## config.mk

```make
export PLATFORM = sky130hd
export DESIGN_NAME = seven_segment_monitor
export DESIGN_NICKNAME = d
export VERILOG_FILES = /design/src/rtl/seven_segment_monitor.sv
export SDC_FILE = /design/constraint.sdc
export NUM_CORES = 1
export LEC_CHECK = 0
export ABC_AREA = 1
export CORE_UTILIZATION = 57
export DETAILED_ROUTE_END_ITERATION = 8
export PLACE_DENSITY = 0.77
export SETUP_SLACK_MARGIN = 0.1
export SLEW_MARGIN = 20
export SYNTH_ARGS = -nofsm -noshare
export SYNTH_HDL_FRONTEND = slang
export SYNTH_SLANG_ARGS = --single-unit
```

## constraint.sdc

```tcl
create_clock -name clk -period 2.2 [get_ports clk]
set_clock_uncertainty 0.1 [all_clocks]
set_input_delay 0.44 -clock clk [delete_from_list [all_inputs] [get_ports clk]]
set_output_delay 0.44 -clock clk [all_outputs]
set_load 0.02 [all_outputs]
```

## src/rtl/seven_segment_monitor.sv

```systemverilog
// ---------------------------------------------------------------------------
// seven_segment_monitor
//
// Receive-side checker for a seven-segment driver. The segment bus is
// sampled every enabled cycle and a pattern is accepted once it has been
// seen for STABLE_CYCLES consecutive samples. Each accepted pattern that
// differs from the previous one is decoded back to a digit. The block then
// checks that the digit is the modulo successor of the previous digit and
// measures the number of cycles between successive valid digits.
//
// Optional feature: define SEG7_MON_HEX_EN to decode the A-F patterns as
// valid digits 10-15. Without the macro those patterns are undecodable and
// the decode logic for them is not built.
//
// Parameters:
//   STABLE_CYCLES  consecutive identical samples needed to accept (2..255)
//   MAX_DIGIT      last digit before the expected wrap to 0 (1..15)
//   CNT_W          width of the period measurement counter
//
// Ports:
//   clk            clock
//   rst            synchronous active-high reset, priority over ena
//   ena            enable; low freezes every register
//   seg_in[6:0]    segment bus, bit0 = segment a ... bit6 = segment g
//   digit[3:0]     last accepted decoded digit
//   digit_valid    one-cycle pulse on each accepted valid digit
//   invalid_err    sticky; an accepted pattern was not decodable
//   seq_err        sticky; an accepted digit was not the expected successor
//   seq_err_count  number of sequence errors, saturating at 255
//   period         cycles between the last two accepted valid digits
// ---------------------------------------------------------------------------
module seven_segment_monitor #(
  parameter int STABLE_CYCLES = 4,
  parameter int MAX_DIGIT     = 9,
  parameter int CNT_W         = 16
) (
  input  logic             clk,
  input  logic             rst,
  input  logic             ena,
  input  logic [6:0]       seg_in,
  output logic [3:0]       digit,
  output logic             digit_valid,
  output logic             invalid_err,
  output logic             seq_err,
  output logic [7:0]       seq_err_count,
  output logic [CNT_W-1:0] period
);

  localparam logic [7:0] STAB    = 8'(STABLE_CYCLES);
  localparam logic [3:0] MAX_DIG = 4'(MAX_DIGIT);

  typedef enum logic {
    IDLE,
    TRACK
  } stateT;

  stateT            state_q, state_d;
  logic [6:0]       segSample_q, segSample_d;
  logic [6:0]       cand_q, cand_d;
  logic [6:0]       lastPat_q, lastPat_d;
  logic [7:0]       stableCnt_q, stableCnt_d;
  logic [CNT_W-1:0] periodCnt_q, periodCnt_d;
  logic [CNT_W-1:0] period_q, period_d;
  logic [3:0]       digit_q, digit_d;
  logic             digitValid_q, digitValid_d;
  logic             invalidErr_q, invalidErr_d;
  logic             seqErr_q, seqErr_d;
  logic [7:0]       seqErrCount_q, seqErrCount_d;

  logic [3:0]       decDigit;
  logic             decValid;
  logic             decBlank;
  logic [3:0]       expDigit;
  logic             accept;

  // Pattern decoder working on the stable candidate. Blank is recognised
  // separately because it is accepted silently rather than as an error.
  always_comb begin
    decDigit = 4'd0;
    decValid = 1'b0;
    decBlank = (cand_q == 7'h00);
    case (cand_q)
      7'h3F: begin decDigit = 4'd0; decValid = 1'b1; end
      7'h06: begin decDigit = 4'd1; decValid = 1'b1; end
      7'h5B: begin decDigit = 4'd2; decValid = 1'b1; end
      7'h4F: begin decDigit = 4'd3; decValid = 1'b1; end
      7'h66: begin decDigit = 4'd4; decValid = 1'b1; end
      7'h6D: begin decDigit = 4'd5; decValid = 1'b1; end
      7'h7D: begin decDigit = 4'd6; decValid = 1'b1; end
      7'h07: begin decDigit = 4'd7; decValid = 1'b1; end
      7'h7F: begin decDigit = 4'd8; decValid = 1'b1; end
      7'h6F: begin decDigit = 4'd9; decValid = 1'b1; end
`ifdef SEG7_MON_HEX_EN
      7'h77: begin decDigit = 4'd10; decValid = 1'b1; end
      7'h7C: begin decDigit = 4'd11; decValid = 1'b1; end
      7'h39: begin decDigit = 4'd12; decValid = 1'b1; end
      7'h5E: begin decDigit = 4'd13; decValid = 1'b1; end
      7'h79: begin decDigit = 4'd14; decValid = 1'b1; end
      7'h71: begin decDigit = 4'd15; decValid = 1'b1; end
`endif
      default: begin
        decDigit = 4'd0;
        decValid = 1'b0;
      end
    endcase
  end

  // Expected successor of the last valid digit, wrapping after MAX_DIGIT.
  assign expDigit = (digit_q == MAX_DIG) ? 4'd0 : digit_q + 4'd1;

  // A pattern is accepted on the sample that completes the stability run,
  // and only if it differs from the previously accepted one. The counter
  // then saturates, so a held pattern is never accepted twice.
  assign accept = (segSample_q == cand_q) && (stableCnt_q == STAB - 8'd1) &&
                  (cand_q != lastPat_q);

  // Next-state logic: input filter, FSM, sequence check and period
  // measurement. Every register holds its value unless changed below.
  always_comb begin
    state_d       = state_q;
    segSample_d   = seg_in;
    cand_d        = cand_q;
    lastPat_d     = lastPat_q;
    stableCnt_d   = stableCnt_q;
    periodCnt_d   = periodCnt_q;
    period_d      = period_q;
    digit_d       = digit_q;
    digitValid_d  = 1'b0;
    invalidErr_d  = invalidErr_q;
    seqErr_d      = seqErr_q;
    seqErrCount_d = seqErrCount_q;

    if (segSample_q != cand_q) begin
      cand_d      = segSample_q;
      stableCnt_d = 8'd1;
    end else if (stableCnt_q != STAB) begin
      stableCnt_d = stableCnt_q + 8'd1;
    end

    if ((state_q == TRACK) && (periodCnt_q != '1)) begin
      periodCnt_d = periodCnt_q + 1'b1;
    end

    if (accept) begin
      lastPat_d = cand_q;
      if (decBlank) begin
        lastPat_d = cand_q;
      end else if (!decValid) begin
        invalidErr_d = 1'b1;
      end else begin
        digit_d      = decDigit;
        digitValid_d = 1'b1;
        periodCnt_d  = '0;
        if (state_q == IDLE) begin
          state_d = TRACK;
        end else begin
          // Digits above MAX_DIGIT can never be a legal successor.
          if ((decDigit > MAX_DIG) || (decDigit != expDigit)) begin
            seqErr_d = 1'b1;
            if (seqErrCount_q != 8'hFF) begin
              seqErrCount_d = seqErrCount_q + 8'd1;
            end
          end
          period_d = (periodCnt_q == '1) ? periodCnt_q : periodCnt_q + 1'b1;
        end
      end
    end
  end

  // State registers. Reset wins over enable; a low enable freezes
  // everything, including the input sampler.
  always_ff @(posedge clk) begin
    if (rst) begin
      state_q       <= IDLE;
      segSample_q   <= 7'h00;
      cand_q        <= 7'h00;
      lastPat_q     <= 7'h00;
      stableCnt_q   <= 8'd0;
      periodCnt_q   <= '0;
      period_q      <= '0;
      digit_q       <= 4'd0;
      digitValid_q  <= 1'b0;
      invalidErr_q  <= 1'b0;
      seqErr_q      <= 1'b0;
      seqErrCount_q <= 8'd0;
    end else if (ena) begin
      state_q       <= state_d;
      segSample_q   <= segSample_d;
      cand_q        <= cand_d;
      lastPat_q     <= lastPat_d;
      stableCnt_q   <= stableCnt_d;
      periodCnt_q   <= periodCnt_d;
      period_q      <= period_d;
      digit_q       <= digit_d;
      digitValid_q  <= digitValid_d;
      invalidErr_q  <= invalidErr_d;
      seqErr_q      <= seqErr_d;
      seqErrCount_q <= seqErrCount_d;
    end
  end

  // The pulse register is frozen along with everything else while ena is
  // low, so the output is masked to avoid a stretched pulse.
  assign digit_valid   = digitValid_q & ena;
  assign digit         = digit_q;
  assign invalid_err   = invalidErr_q;
  assign seq_err       = seqErr_q;
  assign seq_err_count = seqErrCount_q;
  assign period        = period_q;

endmodule

```

== Yosys cells after proc, flatten, opt, wreduce, memory -nomap -nowiden ==
Cells that the tools add are included.

* Flip-flop bits (word level): 77
* Input port bits: 10
* Output and inout bits: 31
* Word-level logic and storage cells: 68

* Add/subtract/negate cells: 4
* Magnitude comparators: 1
* Eq/ne operators: 20
* Multiplexer cells: 13
* Bitwise operators: 3
* Reduce and logical (&&, ||, !) cells: 15

{| class="wikitable"
|+ Operator list
! cell !! count
|-
| 2-to-1 mux 16 bit || 5
|-
| == test 7 bit, second input constant || 7
|-
| one-hot mux 4 bit (9 select lines) || 1
|-
| adder 16 x 1 -> 16 bit, second input constant || 1
|-
| adder 8 x 1 -> 8 bit, second input constant || 2
|-
| == test 16 bit, second input constant || 1
|-
| 2-to-1 mux 8 bit || 2
|-
| != test 16 bit, second input constant || 1
|-
| == test 7 x 3 -> 1 bit, second input constant || 2
|-
| != test 7 bit || 2
|-
| OR reduction 10 bit || 1
|-
| == test 8 x 2 -> 1 bit, second input constant || 1
|-
| != test 8 x 3 -> 1 bit, second input constant || 1
|-
| != test 8 bit, second input constant || 1
|-
| AND reduction 4 bit || 2
|-
| == test 7 x 6 -> 1 bit, second input constant || 1
|-
| == test 7 bit || 1
|-
| zero test 7 bit || 1
|-
| AND reduction 7 bit || 1
|-
| AND reduction 2 bit || 3
|-
| AND reduction 6 bit || 1
|-
| AND reduction 5 bit || 1
|-
| adder 4 x 1 -> 4 bit, second input constant || 1
|-
| == test 4 bit, second input constant || 1
|-
| 9 further kinds || 15
|}

== Longest topological paths before layout ==
* Word-level depth: 6
* Gate-level depth with buffers: 15
* Gate-level depth less buffers: 14

== Worst setup path after synthesis ==
OpenSTA, ideal clock, no wires.

* Path type: register -> register
* From: register periodCnt_q[0]
* To: register periodCnt_q[5]
* Setup time: 0.132 ns
* Data arrival time: 1.709 ns
* Data required time: 1.968 ns
* Path slack: 0.259 ns
* Stages on the path, launching flop included: 11
* Buffers on the path: 1
* Period minus slack after synthesis: 1.941 ns
* Cell sequence: dfxtp_1 > ha_1 > nand2_1 > nor3_2 > nand3_1 > nor2_1 > nor2_1 > clkbuf_1 > nand2_1 > o211ai_1 > a21oi_1

* Cells in the longest elaborated chain, start to end: 6
* Elaborated cells between the ends (all ways): 7
* Classes of those cells: add/sub: 1; eq/ne: 1; mux: 4; reduce/logical: 1

{| class="wikitable"
|+ RTL lines
! element !! line !! text
|-
| from (decl) || 62 || <nowiki>logic [CNT_W-1:0] periodCnt_q, periodCnt_d;</nowiki>
|-
| from (signal assigned) || 192 || <nowiki>periodCnt_q <= periodCnt_d;</nowiki>
|-
| branches (longest 2 deep; another with adder 16 x 1 -> 16 bit) || -- ||
|-
| 2-to-1 mux 16 bit * || 140 || <nowiki>if ((state_q == TRACK) && (periodCnt_q != '1)) begin</nowiki>
|-
| 2-to-1 mux 16 bit || 148 || <nowiki>end else if (!decValid) begin</nowiki>
|-
| 2-to-1 mux 16 bit || 146 || <nowiki>if (decBlank) begin</nowiki>
|-
| 2-to-1 mux 16 bit * || 144 || <nowiki>if (accept) begin</nowiki>
|}

Every way passes the cells marked *.
A chain may end at the register's enable or synchronous reset.

== Final worst setup path ==
* From: register periodCnt_q[1]
* To: register periodCnt_q[4]

The elaborated chain is that of the path after synthesis.

==> run summary <==
result of the run: finished clean
post-layout minimum cycle time: 2.04 ns
final routed DRC violation total: 0
flop and latch count out of synthesis: 77
global router's overall resource usage: 28.3%
worst hold-check path type: reg -> reg
fraction of the core area covered by cells at the end of the flow: 75.2%
Worst path slowest cell: sky130_fd_sc_hd__dfxtp_4
total routed wirelength: 10.3 mm
number of slew-limit violations in the final report: 0
number of buffers created by CTS: 9
Port Buf Inserts: 40
cell breakdown of the critical path: ha_4 > nand2_1 > nor3_2 > nand3_2 > nor2_2 > nor2_2 > buf_4 > or2_2 > o211ai_1 > a21oi_1
worst slack at placement: -0.00482 ns
DIE HEIGHT: 87.4 um
CTS max path bufs: 2
worst endpoint required time: 2.33 ns
maximum clock frequency: 491 MHz
sequential standard cell area: 0.00158 sq mm
total die area: 0.00764 sq mm
router iterations before antenna repair: 5
library cell used as clock root buffer: sky130_fd_sc_hd__clkbuf_8
number of enable flip-flop cells after synthesis: 0
starting utilization of the core area: 60.2%
hold bufs inserted after CTS: 0
Post-Synthesis Cells: 594
fraction of the yosys area taken by sequential cells: 37.1%
TritonCTS clock tree: yes
number of nets in the final layout: 672
number of nets in the synthesized netlist: 608
count of vias placed by the detailed router: 4088
area of the mapped netlist: 0.00416 sq mm
count of warnings emitted by yosys: 0
H-tree Lvls: 3
Worst Tran Pin Value: 0.410 ns
first-pass GRT wire length: 16.9 mm
final clock period utilization by the worst path: 92.6%
multi-input gate area in the final layout: 0.00236 sq mm
count of antenna diodes in the layout: 0
layout cells sized above 1: 17.2%
cell with the most instances after synthesis: sky130_fd_sc_hd__nand2_1
clk sinks: 77
Via density: 5.39
relative area change from synthesis to final layout: 24.8%
Final Hold Viols: 0
clock transition at the registers of the reported paths: 0.08 ns
unique cell type count in the Yosys netlist: 38
Rel. slew slack: 72.7%
Leakage: 0.00210 uW
top fanout value on the critical path: 8
Detailed Route Iter0 Violations: 214
Mapped Avg Cell Area: 7.00 sq um
portion of total power attributed to the clock network: 38.6%
cell type with the largest total area after synthesis: sky130_fd_sc_hd__dfxtp_1
power share of the sequential group: 51.3%
number of max-cap violations: 0
Layout fillers: 546
count of standard-cell rows: 30
Max rail drop VDD: 419 uV
max incr delay on CP: 0.38 ns
final-layout worst hold slack: 0.363 ns
remaining antenna violation count after routing: 0
most frequent cell on the critical path: sky130_fd_sc_hd__nor2_2
Primary FF master, synth: sky130_fd_sc_hd__dfxtp_1
post-detailed-placement half-perimeter wirelength: 7.19 mm
sum of overflow across all layers after global routing: 0
last weighted congestion value of the routability-driven placer: 0.893
clock insertion delay at the later pin of the skew report: 0.36 ns
switching component of the power: 750 uW
post-synthesis async set-or-reset flop share: 0%
Yosys top cell area share: 37.1%
RSZ-0062 raised after global routing: false
number of antenna violations at the first check in global routing: 0
total core area: 0.00691 sq mm
number of global-route vias before repair: 3876
critical path endpoint category: flip-flop
commonest cells in the synthesized netlist: 133 x sky130_fd_sc_hd__nand2_1, 77 x sky130_fd_sc_hd__dfxtp_1, 67 x sky130_fd_sc_hd__nor2_1
signal arrival time at the worst endpoint: 2.17 ns
Setup WS post-layout: 0.163 ns
cell internal power dissipation: 2080 uW
most area-consuming cells after synthesis: sky130_fd_sc_hd__dfxtp_1 37%, sky130_fd_sc_hd__nand2_1 12%, sky130_fd_sc_hd__a21oi_1 7.7%
pin count of the biggest net entering global routing: 38
element type at the critical path start: flip-flop
Setup violations, final: 0
Routed wire per std cell: 13.5 um
x dimension of the die: 87.4 um
power per cell area: 545 mW/mm^2
WS Path Type: reg -> reg
Comb pwr share: 10.2%
# IOs: 41
switch share: 26.5%
worst paths after layout:
check	start	endpoint	slack, ns	cells after the start
worst min-delay path	period[4]	period[4]	0.36	2
worst max-delay path	periodCnt_q[1]	periodCnt_q[4]	0.16	10
worst min register to register	period[4]	period[4]	0.36	2
worst max register to register	periodCnt_q[1]	periodCnt_q[4]	0.16	10
stage by stage:
step                cells  setup TNS (ns)  instance area [sq um]  total power [uW]
detailed placement    733        -0.00482                   4780              1760
floorplan             594               0                   4160              1670
finish                759               0                   5190              2830
CTS                   756               0                   5050              2830
global placement      733         -0.0128                   4780              1750
global route          759               0                   5190              2930
layer usage:
metal | vias up | routed length [um] | global-route usage (%)
li1 | 2067 | - | -
met5 | - | 0 | 0
met4 | 0 | 173 | 11.0
met1 | 1920 | 4500 | 33.6
met2 | 84 | 5220 | 51.7
met3 | 17 | 380 | 3.60
state kept, by name (all words and copies together) (netlist names):
name	count
lastPat_q	7
invalid_err	1
cand_q	7
digit	4
seq_err_count	8
state_q	1
periodCnt_q	16
seq_err	1
digitValid_q	1
segSample_q	7
stableCnt_q	8
period	16
cells in the final DEF (no fill, tap or decap), types with 23 or more instances in the layout:
| cell type | count |
|---|---|
| sky130_fd_sc_hd__nand2_1 | 129 |
| sky130_fd_sc_hd__dfxtp_1 | 65 |
| sky130_fd_sc_hd__a21oi_1 | 63 |
| sky130_fd_sc_hd__nor2_1 | 53 |
| sky130_fd_sc_hd__inv_1 | 50 |
| sky130_fd_sc_hd__o21ai_0 | 42 |
| sky130_fd_sc_hd__clkdlybuf4s50_1 | 39 |
| sky130_fd_sc_hd__buf_4 | 34 |
| sky130_fd_sc_hd__xor2_1 | 25 |
| sky130_fd_sc_hd__nand3_1 | 23 |
critical path, delay by kind of cell, from the launching register on:
family	cells	cell delay, ns
buf+inv	1	0.17
fa+ha+maj	1	0.14
simple gates	6	0.93
flops	1	0.38
compound gates	2	0.19
logic make-up (layout without fill, tap and decap cells):
group | after synthesis | after routing | share of synthesized area [%]
adders and majority gates | 4 | 4 | 1.20
buffers and inverters | 82 | 151 | 8.48
DFF | 77 | 77 | 37.1
AOI/OAI and AO/OA | 125 | 125 | 16.2
xor gates and xnor gates | 37 | 37 | 7.79
and+or+nand+nor | 269 | 269 | 29.2
final cells by class:
cell class                 instances  area share, %
multi-input combinational        435           45.4
clock buffer                      10           2.65
clock inverter                     6           1.20
sequential                        77           30.4
inverter                          57           4.12
timing repair buffer              78           14.0
tap                               96           2.31
power groups by stage:
stage          combinational (uW)  sequential (uW)  clock [uW]
5_1_grt                       319             1450        1160
3_3_place_gp                  272             1480           0
3_5_place_dp                  277             1480           0
6_report                      287             1450        1090
4_1_cts                       278             1450        1100
2_1_floorplan                 209             1460           0
timing repair:
item | 4_1_cts | 5_1_grt
endpoints found under the hold margin | 0 | 0
gates resized for setup | 9 | 41
endpoints found under the setup margin | 35 | 41
pin swaps | 3 | 7
setup buffers | 7 | 3
Power figures use the tool's default switching activity.
